===== config.mk =====
export PLATFORM = sky130hd
export DESIGN_NAME = wb_trace_tx_flat
export DESIGN_NICKNAME = d
export VERILOG_FILES = /design/src/rtl/wb_trace_pkg.sv /design/src/rtl/wb_trace_tx_if.sv /design/src/rtl/wb_trace_fifo.sv /design/src/rtl/wb_trace_tx.sv /design/src/flat_wrapper.sv
export SDC_FILE = /design/constraint.sdc
export NUM_CORES = 2
export LEC_CHECK = 0
export ABC_CLOCK_PERIOD_IN_PS = 7500
export CORE_ASPECT_RATIO = 0.7
export CORE_MARGIN = 5
export CORE_UTILIZATION = 45
export CTS_BUF_LIST = sky130_fd_sc_hd__clkbuf_8
export DETAILED_ROUTE_END_ITERATION = 6
export GPL_TIMING_DRIVEN = 0
export PLACE_DENSITY = 0.66
export SETUP_SLACK_MARGIN = 0.02
export SYNTH_ARGS = -nofsm -noshare
export SYNTH_HDL_FRONTEND = slang
export SYNTH_SLANG_ARGS = --single-unit

===== constraint.sdc =====
create_clock -name clk -period 7.5 [get_ports clk]
set_input_delay 1.5 -clock clk [delete_from_list [all_inputs] [get_ports clk]]
set_output_delay 1.5 -clock clk [all_outputs]
set_load 0.01 [all_outputs]

===== src/rtl/wb_trace_pkg.sv =====
// Shared types and record formatting for the writeback trace transmitter.
// WB_TRACE_CHECKSUM_EN appends an XOR checksum byte to every record.
package wb_trace_pkg;

  localparam logic [7:0] HDR_WB  = 8'hA5;
  localparam logic [7:0] HDR_END = 8'h5A;

`ifdef WB_TRACE_CHECKSUM_EN
  localparam int REC_BYTES = 11;
`else
  localparam int REC_BYTES = 10;
`endif

  typedef struct packed {
    logic [31:0] pc;
    logic [4:0]  wnum;
    logic [31:0] wdata;
    logic        is_end;
  } trace_rec_t;

  typedef enum logic [1:0] {S_IDLE, S_SEND, S_DONE} ser_state_e;

  function automatic logic [7:0] rec_hdr(trace_rec_t r);
    return r.is_end ? HDR_END : HDR_WB;
  endfunction

`ifdef WB_TRACE_CHECKSUM_EN
  function automatic logic [7:0] rec_csum(trace_rec_t r);
    return rec_hdr(r) ^ r.pc[31:24] ^ r.pc[23:16] ^ r.pc[15:8] ^ r.pc[7:0] ^
           {3'b000, r.wnum} ^
           r.wdata[31:24] ^ r.wdata[23:16] ^ r.wdata[15:8] ^ r.wdata[7:0];
  endfunction
`endif

  // Wire order of a record: header, pc, wnum, wdata, all MSB first.
  function automatic logic [7:0] rec_byte(trace_rec_t r, logic [3:0] i);
    logic [7:0] b;
    case (i)
      4'd0:    b = rec_hdr(r);
      4'd1:    b = r.pc[31:24];
      4'd2:    b = r.pc[23:16];
      4'd3:    b = r.pc[15:8];
      4'd4:    b = r.pc[7:0];
      4'd5:    b = {3'b000, r.wnum};
      4'd6:    b = r.wdata[31:24];
      4'd7:    b = r.wdata[23:16];
      4'd8:    b = r.wdata[15:8];
      4'd9:    b = r.wdata[7:0];
`ifdef WB_TRACE_CHECKSUM_EN
      4'd10:   b = rec_csum(r);
`endif
      default: b = 8'h00;
    endcase
    return b;
  endfunction

endpackage


===== src/rtl/wb_trace_tx_if.sv =====
// Byte stream from the trace transmitter to its sink (normally a UART).
interface wb_trace_tx_if;
  logic       out_valid;
  logic [7:0] out_data;
  logic       out_ready;

  modport master (output out_valid, output out_data, input out_ready);
  modport slave  (input out_valid, input out_data, output out_ready);
endinterface


===== src/rtl/wb_trace_fifo.sv =====
// Dual-push / single-pop record FIFO. Port A carries normal records and
// is refused while it would consume the slot held back for the end record.
module wb_trace_fifo
  import wb_trace_pkg::*;
#(
  parameter int DEPTH = 8
) (
  input  logic                   clk,
  input  logic                   rst,
  input  logic                   push_a_i,
  input  trace_rec_t             data_a_i,
  input  logic                   push_b_i,
  input  trace_rec_t             data_b_i,
  input  logic                   resv_i,
  input  logic                   pop_i,
  output trace_rec_t             head_o,
  output logic                   empty_o,
  output logic                   full_o,
  output logic [$clog2(DEPTH):0] free_o,
  output logic                   acc_a_o
);

  localparam int PW = $clog2(DEPTH);
  localparam int CW = PW + 1;

  trace_rec_t    mem_q [DEPTH];
  trace_rec_t    mem_d [DEPTH];
  logic [PW-1:0] wr_ptr_q, wr_ptr_d, rd_ptr_q, rd_ptr_d;
  logic [CW-1:0] cnt_q, cnt_d;
  logic [CW-1:0] free_w, need_a;
  logic          pop_ok, acc_a, acc_b;

  always_comb begin
    pop_ok = pop_i && (cnt_q != '0);
    // A same-cycle pop frees its slot before either push is judged.
    free_w = CW'(DEPTH) - cnt_q + CW'(pop_ok);
    need_a = (resv_i || push_b_i) ? CW'(2) : CW'(1);
    acc_a  = push_a_i && (free_w >= need_a);
    acc_b  = push_b_i && (free_w >= (acc_a ? CW'(2) : CW'(1)));

    mem_d = mem_q;
    if (acc_a) mem_d[wr_ptr_q] = data_a_i;
    if (acc_b) mem_d[wr_ptr_q + PW'(acc_a)] = data_b_i;

    wr_ptr_d = wr_ptr_q + PW'(acc_a) + PW'(acc_b);
    rd_ptr_d = rd_ptr_q + PW'(pop_ok);
    cnt_d    = cnt_q - CW'(pop_ok) + CW'(acc_a) + CW'(acc_b);
  end

  always_ff @(posedge clk or posedge rst) begin
    if (rst) begin
      wr_ptr_q <= '0;
      rd_ptr_q <= '0;
      cnt_q    <= '0;
    end else begin
      wr_ptr_q <= wr_ptr_d;
      rd_ptr_q <= rd_ptr_d;
      cnt_q    <= cnt_d;
    end
  end

  always_ff @(posedge clk) mem_q <= mem_d;

  assign head_o  = mem_q[rd_ptr_q];
  assign empty_o = (cnt_q == '0);
  assign full_o  = (cnt_q == CW'(DEPTH));
  assign free_o  = CW'(DEPTH) - cnt_q;
  assign acc_a_o = acc_a;

endmodule


===== src/rtl/wb_trace_tx.sv =====
// Writeback trace producer: capture -> FIFO -> byte serialiser.
// WB_TRACE_CHECKSUM_EN adds a trailing XOR byte to each record.
module wb_trace_tx
  import wb_trace_pkg::*;
#(
  parameter int          DEPTH  = 8,
  parameter logic [31:0] END_PC = 32'h80000010
) (
  input  logic                clk,
  input  logic                rst,
  input  logic                en,
  input  logic [31:0]         debug_wb_pc,
  input  logic [3:0]          debug_wb_rf_wen,
  input  logic [4:0]          debug_wb_rf_wnum,
  input  logic [31:0]         debug_wb_rf_wdata,
  wb_trace_tx_if.master       tx,
  output logic                overflow,
  output logic [15:0]         drop_cnt,
  output logic                done
);

  localparam trace_rec_t END_REC = '{pc: END_PC, wnum: 5'd0, wdata: 32'd0, is_end: 1'b1};

  logic       end_seen_q, end_seen_d;
  logic       cap_norm_q, cap_norm_d, cap_end_q, cap_end_d;
  trace_rec_t cap_rec_q, cap_rec_d;
  logic       overflow_q, overflow_d;
  logic [15:0] drop_cnt_q, drop_cnt_d;
  logic [31:0] wdata_m;
  logic       drop;

  ser_state_e state_q, state_d;
  trace_rec_t rec_q, rec_d;
  logic [3:0] idx_q, idx_d;
  logic       out_valid_q, out_valid_d;
  logic [7:0] out_data_q, out_data_d;
  logic       done_q, done_d;

  trace_rec_t          fifo_head;
  logic                fifo_empty, fifo_full, fifo_acc, fifo_pop;
  logic [$clog2(DEPTH):0] fifo_free;

  wb_trace_fifo #(.DEPTH(DEPTH)) u_fifo (
    .clk      (clk),
    .rst      (rst),
    .push_a_i (cap_norm_q),
    .data_a_i (cap_rec_q),
    .push_b_i (cap_end_q),
    .data_b_i (END_REC),
    .resv_i   (!end_seen_q),
    .pop_i    (fifo_pop),
    .head_o   (fifo_head),
    .empty_o  (fifo_empty),
    .full_o   (fifo_full),
    .free_o   (fifo_free),
    .acc_a_o  (fifo_acc)
  );

  // Events are registered once, then pushed; end_seen closes capture at once.
  always_comb begin
    wdata_m = debug_wb_rf_wdata & {{8{debug_wb_rf_wen[3]}}, {8{debug_wb_rf_wen[2]}},
                                   {8{debug_wb_rf_wen[1]}}, {8{debug_wb_rf_wen[0]}}};
    cap_norm_d = en && (|debug_wb_rf_wen) && (debug_wb_rf_wnum != 5'd0) && !end_seen_q;
    cap_end_d  = en && (debug_wb_pc == END_PC) && !end_seen_q;
    end_seen_d = end_seen_q | cap_end_d;
    cap_rec_d  = '{pc: debug_wb_pc, wnum: debug_wb_rf_wnum, wdata: wdata_m, is_end: 1'b0};

    drop       = cap_norm_q && !fifo_acc;
    overflow_d = overflow_q | drop;
    drop_cnt_d = drop_cnt_q;
    if (drop && (drop_cnt_q != 16'hFFFF)) drop_cnt_d = drop_cnt_q + 16'd1;
  end

  always_comb begin
    state_d     = state_q;
    rec_d       = rec_q;
    idx_d       = idx_q;
    out_valid_d = out_valid_q;
    out_data_d  = out_data_q;
    done_d      = done_q;
    fifo_pop    = 1'b0;
    case (state_q)
      S_IDLE: if (!fifo_empty) begin
        fifo_pop    = 1'b1;
        rec_d       = fifo_head;
        idx_d       = 4'd0;
        out_valid_d = 1'b1;
        out_data_d  = rec_byte(fifo_head, 4'd0);
        state_d     = S_SEND;
      end
      S_SEND: if (out_valid_q && tx.out_ready) begin
        if (idx_q == 4'(REC_BYTES - 1)) begin
          out_valid_d = 1'b0;
          done_d      = rec_q.is_end;
          state_d     = rec_q.is_end ? S_DONE : S_IDLE;
        end else begin
          idx_d      = idx_q + 4'd1;
          out_data_d = rec_byte(rec_q, idx_q + 4'd1);
        end
      end
      default: ;
    endcase
  end

  always_ff @(posedge clk or posedge rst) begin
    if (rst) begin
      end_seen_q  <= 1'b0;
      cap_norm_q  <= 1'b0;
      cap_end_q   <= 1'b0;
      cap_rec_q   <= '0;
      overflow_q  <= 1'b0;
      drop_cnt_q  <= '0;
      state_q     <= S_IDLE;
      rec_q       <= '0;
      idx_q       <= '0;
      out_valid_q <= 1'b0;
      out_data_q  <= '0;
      done_q      <= 1'b0;
    end else begin
      end_seen_q  <= end_seen_d;
      cap_norm_q  <= cap_norm_d;
      cap_end_q   <= cap_end_d;
      cap_rec_q   <= cap_rec_d;
      overflow_q  <= overflow_d;
      drop_cnt_q  <= drop_cnt_d;
      state_q     <= state_d;
      rec_q       <= rec_d;
      idx_q       <= idx_d;
      out_valid_q <= out_valid_d;
      out_data_q  <= out_data_d;
      done_q      <= done_d;
    end
  end

  // The held-back slot must still be free when the end record arrives.
  always_comb if (cap_end_q) assert (!fifo_full && (fifo_free != '0));

  assign tx.out_valid = out_valid_q;
  assign tx.out_data  = out_data_q;
  assign overflow     = overflow_q;
  assign drop_cnt     = drop_cnt_q;
  assign done         = done_q;

endmodule


===== src/flat_wrapper.sv =====
// flat-port wrapper written by rule: the top's interface ports become plain ports
module wb_trace_tx_flat import wb_trace_pkg::*;
#(
  parameter int          DEPTH  = 8,
  parameter logic [31:0] END_PC = 32'h80000010
)
  (clk, rst, en, debug_wb_pc, debug_wb_rf_wen, debug_wb_rf_wnum, debug_wb_rf_wdata, overflow, drop_cnt, done, tx_out_valid, tx_out_data, tx_out_ready);
  wb_trace_tx_if tx_i ();
  input  logic clk;
  input  logic rst;
  input  logic en;
  input  logic [31:0] debug_wb_pc;
  input  logic [3:0] debug_wb_rf_wen;
  input  logic [4:0] debug_wb_rf_wnum;
  input  logic [31:0] debug_wb_rf_wdata;
  output logic overflow;
  output logic [15:0] drop_cnt;
  output logic done;
  output wire logic [$bits(tx_i.out_valid)-1:0] tx_out_valid;
  output wire logic [$bits(tx_i.out_data)-1:0] tx_out_data;
  input wire logic [$bits(tx_i.out_ready)-1:0] tx_out_ready;
  assign tx_out_valid = tx_i.out_valid;
  assign tx_out_data = tx_i.out_data;
  assign tx_i.out_ready = tx_out_ready;
  wb_trace_tx #(.DEPTH(DEPTH), .END_PC(END_PC)) u_core (.clk(clk), .rst(rst), .en(en), .debug_wb_pc(debug_wb_pc), .debug_wb_rf_wen(debug_wb_rf_wen), .debug_wb_rf_wnum(debug_wb_rf_wnum), .debug_wb_rf_wdata(debug_wb_rf_wdata), .tx(tx_i), .overflow(overflow), .drop_cnt(drop_cnt), .done(done));
endmodule

* Yosys cells after proc, flatten, opt, wreduce, memory -nomap -nowiden
Cells that the tools add are included.
** Word-level totals
- Register bits after elaboration :: 745
- Input bits :: 77
- Output and inout port bits :: 27
** Cells by class
- Add/sub/neg operators :: 10
- $lt $le $gt $ge :: 7
- Equality and inequality tests :: 17
- Multiplexer cells :: 34
- Bitwise gates (word level) :: 10
- Reductions and logical operators :: 27
** Operator list (number)
- two-way mux 560 bit :: 2
- bitwise mux 560 bit :: 1
- AND 536 bit :: 1
- inverter 536 bit :: 1
- demux 70 bit (select 3 bit) :: 2
- two-way mux 70 bit :: 4
- binary-select mux 70 bit (select 3 bit) :: 1
- case mux 8 bit (10 select lines) :: 1
- two-way mux 8 bit :: 5
- AND 32 bit :: 1
- == test 32 bit (second input constant) :: 1
- bitwise OR 24 bit :: 1
- adder 16 x 1 -> 16 bit (second input constant) :: 1
- == test 4 x 3 -> 1 bit (second input constant) :: 4
- != test 16 bit (second input constant) :: 1
- case mux 8 bit (2 select lines) :: 1
- logical AND 1 bit :: 13
- adder 4 x 1 -> 4 bit :: 3
- == test 4 bit (second input constant) :: 3
- >= comparator 4 bit (second input constant) :: 3
- two-way mux 2 bit :: 6
- two-way mux 4 bit :: 3
- inverter 3 -> 4 bit :: 3
- adder 3 x 1 -> 3 bit :: 3
- 27 further kinds :: 40

* Depth between registers and ports, before layout
- Word-level depth :: 16
- Gate-level depth with buffers :: 24

* Modules after synthesis
From an unflattened synthesis, not the netlist that was laid out.
** Second synthesis, totals
- Cell total of the unflattened synthesis :: 4281
- Area total of the unflattened synthesis :: 35238.8 µm²
** Modules (own cells, without submodules)
- wb_trace_fifo :: instances 1, cells each 3552, area each 27901.8 µm², sequential area each 11461.0 µm²
- wb_trace_tx :: instances 1, cells each 729, area each 7337.0 µm², sequential area each 4354.2 µm²

* Worst setup path before layout
OpenSTA, ideal clock, no wires.
- Path type :: register to register
- Start point :: register u_core.u_fifo.cnt_q[2]
- End point :: register u_core.u_fifo.cnt_q[2]
- Data arrival time :: 4.751 ns
- Required time :: 7.377 ns
- Slack :: 2.627 ns
- Stages on the path, launching flop included :: 23
- Buffers on the path :: 2
- Cell sequence :: dfrtp_1 inv_1 ha_1 nor3b_1 or3_1 clkbuf_1 clkbuf_1 ha_1 inv_1 ha_1 ha_1 a21o_1 o31ai_1 ha_1 nand2b_1 a21oi_1 a31oi_1 inv_1 ha_1 inv_1 fa_1 fa_1 xnor2_1
** Between the ends
- Word-level cells in the longest chain between the ends :: 11
- Elaborated cells on any way between the ends :: 15
- Classes of those cells :: 5 x add/sub; 2 x order compare; 3 x mux; 5 x reduce/logical
** Ends and longest elaborated chain
- start, declared :: RTL line wb_trace_fifo.sv:29 : logic [CW-1:0] cnt_q, cnt_d;
- start signal, assigned :: RTL line wb_trace_fifo.sv:58 : cnt_q <= cnt_d;
- logical NOT 4 bit :: RTL line wb_trace_fifo.sv:65 : assign empty_o = (cnt_q == '0);
- two-way mux 1 bit :: RTL line wb_trace_tx.sv:83 : S_IDLE: if (!fifo_empty) begin
- two-way mux 1 bit :: RTL line wb_trace_tx.sv:82 : case (state_q)
- logical AND 1 bit :: RTL line wb_trace_fifo.sv:34 : pop_ok = pop_i && (cnt_q != '0);
- adder 4 x 1 -> 4 bit :: RTL line wb_trace_fifo.sv:36 : free_w = CW'(DEPTH) - cnt_q + CW'(pop_ok);
- >= comparator 4 x 2 -> 1 bit :: RTL line wb_trace_fifo.sv:38 : acc_a = push_a_i && (free_w >= need_a);
- logical AND 1 bit :: RTL line wb_trace_fifo.sv:38
- two-way mux 2 bit :: RTL line wb_trace_fifo.sv:39 : acc_b = push_b_i && (free_w >= (acc_a ? CW'(2) : CW'(1)));
- >= comparator 4 x 2 -> 1 bit :: RTL line wb_trace_fifo.sv:39
- logical AND 1 bit :: RTL line wb_trace_fifo.sv:39
- adder 4 x 1 -> 4 bit (*) :: RTL line wb_trace_fifo.sv:47 : cnt_d = cnt_q - CW'(pop_ok) + CW'(acc_a) + CW'(acc_b);
- net u_core.u_fifo.cnt_d[2] :: RTL line wb_trace_fifo.sv:29
The timed path passes the listed nets; every way through them passes the cells marked *.
A chain may end at the register's enable or synchronous reset.

==> implementation parameters <==
Parameter                              Value

Logic synthesis
  Number of warnings printed during yosys synthesis ... 0
  Synthesized instance count ... around 3.5k
  Net count after synthesis ... between 3k and 4k
  Post-synth EDFFs ... 0
  Synth async-reset ratio ... 0.247
  Cell type with the highest aggregate area in the netlist ... sky130_fd_sc_hd__dfxtp_1
  Prevailing post-synth register cell ... sky130_fd_sc_hd__dfxtp_1
  Fraction of the yosys area taken by sequential cells ... 0.501
  Number of distinct library cells after synthesis ... 73
  Total standard cell area after synthesis ... 31,500 um2
  Post-synthesis area per instance ... approximately 9.0 um2
  Share of the synthesized area in the top cell type ... 0.355
  Cells taking the most area after synthesis ... sky130_fd_sc_hd__dfxtp_1, sky130_fd_sc_hd__dfrtp_1, sky130_fd_sc_hd__nand2_1
  Number of flip-flops and latches in the synthesized netlist ... 744

Clock network
  Buffer count from post-CTS setup fixing ... 0
  Clock network latency to the later pin of the worst-skew pair ... 0.78 ns
  CTS H-tree lvls ... 3
  Clock edge transition at the registers on the reported setup and hold paths ... roughly 0.07 ns
  Num Clock Sinks ... ~740
  Root Driver ... sky130_fd_sc_hd__clkbuf_8
  Quantity of hold-fixing buffers added after cts ... 0
  Clock tree from TritonCTS ... done
  Clock buffers created by TritonCTS ... 112
  Post-cts repair resize count ... 0
  CTS Buffer Depth ... 3

Finish
  Area of the multi-input gates ... around 14,000 um2
  Filler cells ... 6,383
  Final core utilization ... 0.520
  Commonest cells after routing, fill and taps aside ... sky130_fd_sc_hd__nand2_1, sky130_fd_sc_hd__a21oi_1, sky130_fd_sc_hd__dfxtp_1
  Area occupied by registers ... about 16,000 um2
  Share of post-route cells with drive strength above 1 ... 0.124
  Nets@finish ... between 3k and 4k
  Area growth from synthesis to layout ... 14.7%
  Most frequent standard cell in the layout excluding fill and tap cells ... sky130_fd_sc_hd__nand2_1

Floorplan
  Area inside the core boundary ... roughly 70,000 um2
  Row count ... 81
  Number of I/O pins ... around 100
  Width of the die ... around 330 um
  Die Outline Area ... roughly 76,000 um2
  Initial Util ... 0.453
  Die span in y ... 232 um

Global route
  Largest net degree at the start of global routing ... roughly 120
  Number of global-route vias before repair ... approximately 25k
  Initial antenna violation count ... 0
  Global-route wire length before repair ... between 150,000 and 200,000 um
  GR Overflow Total ... 0
  GRT Util Overall ... 0.269

Timing
  Final count of pins violating max slew ... 0
  Period utilisation layout ... 0.943
  RSZ-0062 raised after global routing ... false
  Top achievable clock speed ... between 100 and 150 MHz
  Tmin final ... around 7.1 ns
  Headroom to the max-slew limit ... 0.0829
  Final clock skew ... 0.0316 ns
  Transition time at the pin with the least slew margin ... between 1 and 1.5 ns
  Setup violations, final ... 0
  Minimum hold slack ... 0.438 ns
  Number of hold-slack violations in the final timing report ... 0

Min path
  Worst Hold Depth ... 2
  Path class of the lowest-slack min-delay path ... register to register

Pwr
  Leakage power ... about 15 nW
  Worst-case vdd ir drop ... approximately 230 uV
  Power density over the cells ... approximately 450 nW/um2

Routing
  Antenna violation net count after detailed routing ... 0
  Routed length per instance ... roughly 22 um
  Count of vias placed by the detailed router ... 26.6k
  Detailed-route vias per instance ... ~5.6
  DRT Pass-1 Iters ... 6
  DRC ... 0
  Detailed router's first-iteration violation count ... 3,692
  Total detailed-routing wirelength ... around 100,000 um

Place
  Port bufs ... about 100
  Estimated wirelength of the detail-placed design ... between 70,000 and 80,000 um
  Placer Congestion ... 0.946

Flow run
  Number of max-capacitance violations reported ... 0

Setup path
  Kind of end point of the critical path ... register
  Peak fanout along the critical path ... 10
  Critical path arrival ... 7.67 ns
  Worst-case reg-to-reg path depth ... 20
  Crit start category ... register
  Crit Path Category ... register to register
  Required time reported for the critical path endpoint ... 8.10 ns

Status
  Status ... finished, final reports clean
==> stage by stage <==
step	area, um2	std cells	setup TNS (ns)	total power, mW	setup WS [ns]
3_3_place_gp	33700	4519	-352.94	12.4	-1.96
2_1_floorplan	31500	3503	0	10.4	1.00
6_report	36200	4732	0	16.2	0.430
4_1_cts	36200	4731	0	16.1	0.316
5_1_grt	36200	4730	0	17.1	0.198
3_5_place_dp	33800	4520	0	12.5	0.389
==> per-layer routing <==
metal / vias up / GRT usage / share of wire
met2: 1259 / 0.378 / 0.41
met3: 184 / 0.101 / 0.13
met4: 0 / 0.0799 / 0.028
li1: 12278 / - / -
met5: - / 0 / 0
met1: 12906 / 0.386 / 0.44
==> registers in the layout, indices dropped and copies added (netlist names), 2 cells and up <==
name	cells
u_core.rec_q	70
u_core.idx_q	4
u_core.drop_cnt	16
u_core.u_fifo.rd_ptr_q	3
u_core.u_fifo.wr_ptr_q	3
u_core.tx.out_data	8
u_core.u_fifo.cnt_q	4
u_core.state_q	2
u_core.u_fifo.mem_q	560
u_core.cap_rec_q	69
==> cell type report <==
| type | instances | share of cell area |
|---|---|---|
| buffer | 324 | 0.0388 |
| multi-input combinational | 2418 | 0.394 |
| antenna | 2 | 0.000138 |
| clock inverter | 69 | 0.0130 |
| inverter | 16 | 0.00187 |
| clock buffer | 142 | 0.0540 |
| tap | 913 | 0.0316 |
| timing repair buffer | 104 | 0.0293 |
| sequential | 744 | 0.437 |
==> critical path: stages, from the launching register on <==
cell and delay [ns]:
sky130_fd_sc_hd__dfrtp_1 0.42, sky130_fd_sc_hd__inv_1 0.11, sky130_fd_sc_hd__ha_1 0.15, sky130_fd_sc_hd__nor3b_2 0.48
sky130_fd_sc_hd__or3_1 0.19, sky130_fd_sc_hd__clkbuf_1 0.66, sky130_fd_sc_hd__clkbuf_1 0.61, sky130_fd_sc_hd__ha_1 0.31
sky130_fd_sc_hd__inv_1 0.05, sky130_fd_sc_hd__ha_1 0.30, sky130_fd_sc_hd__ha_1 0.30, sky130_fd_sc_hd__a21o_1 0.20
sky130_fd_sc_hd__o31ai_1 0.40, sky130_fd_sc_hd__inv_1 0.16, sky130_fd_sc_hd__ha_1 0.33, sky130_fd_sc_hd__inv_1 0.09
sky130_fd_sc_hd__a311oi_1 0.42, sky130_fd_sc_hd__and2_1 0.19, sky130_fd_sc_hd__clkbuf_1 0.78, sky130_fd_sc_hd__clkbuf_1 0.65
sky130_fd_sc_hd__a21oi_1 0.08
==> synth_stat cells, drive strengths merged (8+ instances only) <==
cell type     n
and2         41
buf         150
nor4          8
a31oi        11
and3         17
xnor2        16
inv          16
mux2i        86
mux4        140
nand2b        9
xor2         10
nor2b         9
nor4b         9
nor2         31
clkbuf      175
a21oi       560
nor3          8
nand2      1211
ha           24
nand3        26
dfxtp       560
dfrtp       184
a22oi        12
a21o         10
o21ai        93
==> final timing paths <==
check / slack, ns / to / from
max: 0.43 / u_core.u_fifo.mem_q[486] / u_core.u_fifo.cnt_q[2]
min: 0.44 / u_core.u_fifo.mem_q[489] / u_core.u_fifo.mem_q[489]
max reg2reg: 0.43 / u_core.u_fifo.mem_q[486] / u_core.u_fifo.cnt_q[2]
max in group asynchronous: 5.31 / u_core.cap_rec_q[21] / rst
min in group asynchronous: 1.18 / u_core.cap_rec_q[65] / rst
min reg2reg: 0.44 / u_core.u_fifo.mem_q[489] / u_core.u_fifo.mem_q[489]
==> cells by family after synthesis <==
kind of cell / Yosys count / share of synthesized area
compound gates: 739 / 0.126
fa+ha+maj: 26 / 0.0108
simple gates: 1400 / 0.181
flops: 744 / 0.501
mux: 227 / 0.128
buf+inv: 341 / 0.0465
xor+xnor: 26 / 0.00722
==> power breakdown <==
group / switching, mW / total (mW) / internal, mW / leakage (nW)
clock network: 1.69 / 3.58 / 1.89 / 1.38
logic: 3.52 / 6.14 / 2.62 / 6.41
registers: 0.974 / 6.52 / 5.55 / 7.00
total: 6.19 / 16.2 / 10.1 / 14.8
(Power assumes the default switching activity.)
==> RTL edit, RTL diff (same settings) <==
`DEPTH` is set to 8 in 3 places; all go to 4.
--- a/src/rtl/wb_trace_fifo.sv
+++ b/src/rtl/wb_trace_fifo.sv
@@ -3,7 +3,7 @@
 module wb_trace_fifo
   import wb_trace_pkg::*;
 #(
-  parameter int DEPTH = 8
+  parameter int DEPTH = 4
 ) (
   input  logic                   clk,
   input  logic                   rst,
--- a/src/rtl/wb_trace_tx.sv
+++ b/src/rtl/wb_trace_tx.sv
@@ -3,7 +3,7 @@
 module wb_trace_tx
   import wb_trace_pkg::*;
 #(
-  parameter int          DEPTH  = 8,
+  parameter int          DEPTH  = 4,
   parameter logic [31:0] END_PC = 32'h80000010
 ) (
   input  logic                clk,
--- a/src/flat_wrapper.sv
+++ b/src/flat_wrapper.sv
@@ -1,7 +1,7 @@
 // flat-port wrapper written by rule: the top's interface ports become plain ports
 module wb_trace_tx_flat import wb_trace_pkg::*;
 #(
-  parameter int          DEPTH  = 8,
+  parameter int          DEPTH  = 4,
   parameter logic [31:0] END_PC = 32'h80000010
 )
   (clk, rst, en, debug_wb_pc, debug_wb_rf_wen, debug_wb_rf_wnum, debug_wb_rf_wdata, overflow, drop_cnt, done, tx_out_valid, tx_out_data, tx_out_ready);
Formal check against the unedited RTL: same outputs for any inputs over 4 cycles, from zero or initial values and one cycle with rst high; that may be too few to reach the edited logic, so the function may still have changed.
==> RTL edit against the unedited design <==
Clock skew shrank 17 ps. Power shrank 39%. Design area shrank 38%. Largest power group unchanged. Largest cell class unchanged. Sequential cell count shrank 283. Routed wire length shrank 40%. Synthesized area shrank 39%. Setup slack gained 690 ps. Fmax grew 11%.
==> RTL edit: results (changes against the unedited design) <==
Power
  – Leak pwr: 9.24 nW (-37%)
  – VDD IR max: 197 uV (-15%)

Placed design
  – GP Congestion: 0.976 (+3.2%)
  – Placed Cells incl. Taps: 2595 (-43%)
  – Pre-CTS setup slack: 1190 ps (+801 ps)

Detailed routing
  – Vias per cell: 5.70 (+1.3%)
  – DR pass1 iterations: 5 (-1)

Yosys
  – Post-synth top cells: nand2_1, dfxtp_1, a21oi_1
  – Asr flop ratio synth: 0.393 (+0.145)
  – Sequential area share after synthesis: 0.529 (+0.0279)
  – Avg Inst Size Synth: 9.89 um2 (+9.8%)
  – Syn nets: 2033 (-44%)
  – Yosys cell types: 68 (-6.8%)

Timing
  – Clock skew: 14.7 ps (-16.9 ps)

Status
  – Status: complete, no violations

Worst setup path
  – FF-to-FF path depth: 21 (+5.0%)
  – R2R setup slack: 1120 ps (+690 ps)
  – R2r endpoint: u_core.u_fifo.mem_q[49]

Layout
  – Final nets: 2212 (-42%)
  – Largest regs: u_core.u_fifo.mem_q (280), u_core.rec_q (70), u_core.cap_rec_q (69)
  – Post-Layout Cell Count: 2725 (-42%)

Global route
  – Tot GR Track Use: 0.259 (-0.0102)
  – Largest net degree at the start of global routing: 115 (-3.4%)
  – Number of global-route vias before repair: 15187 (-39%)
  – Initial antenna violation count: 4 (+4)
  – First-pass GRT wire length: 92900 um (-40%)

CTS
  – Later-pin clock latency in the skew report: 620 ps (-160 ps)
RTL edit: cell type report:
type                       count  share of cell area
buffer                       132              0.0275
clock buffer                  91              0.0560
clock inverter                39             0.00739
inverter                      16             0.00302
multi-input combinational   1328               0.374
sequential                   461               0.453
tap                          552              0.0309
timing repair buffer         106              0.0483
RTL edit: cell families (layout without fill, tap and decap cells):
group / Yosys count / in the layout / share of synthesized area
DFF: 461 / 461 / 0.529
adders and majority gates: 19 / 19 / 0.0132
muxes: 151 / 151 / 0.130
AOI/OAI and AO/OA: 381 / 381 / 0.116
buffers and inverters: 148 / 384 / 0.0352
and+or+nand+nor: 754 / 754 / 0.166
xor gates and xnor gates: 23 / 23 / 0.0105
RTL edit: metal layers:
metal,vias to the layer above,GRT usage,part of all wire
li1,7051,-,-
met1,7769,0.378,0.46
met2,616,0.373,0.43
met3,103,0.0748,0.089
met4,0,0.0818,0.029
met5,-,0,0
RTL edit: worst max-delay path by stage:
stage	from	depth (start not counted)	slack [ps]	end
after floorplan	rst	1	1080	u_core.cap_end_q
after global placement	rst	2	-1610	u_core.cap_rec_q[46]
after detailed placement	u_core.u_fifo.cnt_q[0]	21	1190	u_core.u_fifo.mem_q[49]
after CTS	u_core.u_fifo.cnt_q[0]	21	1160	u_core.u_fifo.mem_q[49]
after global routing	u_core.u_fifo.cnt_q[0]	21	760	u_core.u_fifo.mem_q[199]
final	u_core.u_fifo.cnt_q[0]	21	1120	u_core.u_fifo.mem_q[49]
RTL edit: power breakdown:
part           total, mW  internal (mW)  leakage [nW]  switching (mW)
clock               2.07           1.09         0.838           0.981
combinational       3.77           1.66          3.79            2.11
sequential          4.02           3.40          4.62           0.619
total               9.86           6.15          9.24            3.71
RTL edit: worst reg2reg max path: cells and delay by family, from the launching register on:
| family | cells | cell delay (ps) |
|---|---|---|
| AOI/OAI and AO/OA | 4 | 830 |
| DFF | 1 | 420 |
| buffers and inverters | 8 | 2420 |
| and+or+nand+nor | 5 | 1600 |
| adders and majority gates | 4 | 950 |
RTL edit: metrics by stage:
stage          power (mW)  cell area, um2  TNS, ps  utilization  hold slack, ps
6_report             9.86           22400        0        0.530             453
5_1_grt              10.4           22400        0        0.530             471
4_1_cts              9.83           22400        0        0.530             453
3_5_place_dp         7.76           20900        0        0.497             445
3_3_place_gp         7.62           20900  -286200        0.495             438
2_1_floorplan        6.42           19200        0            -             433
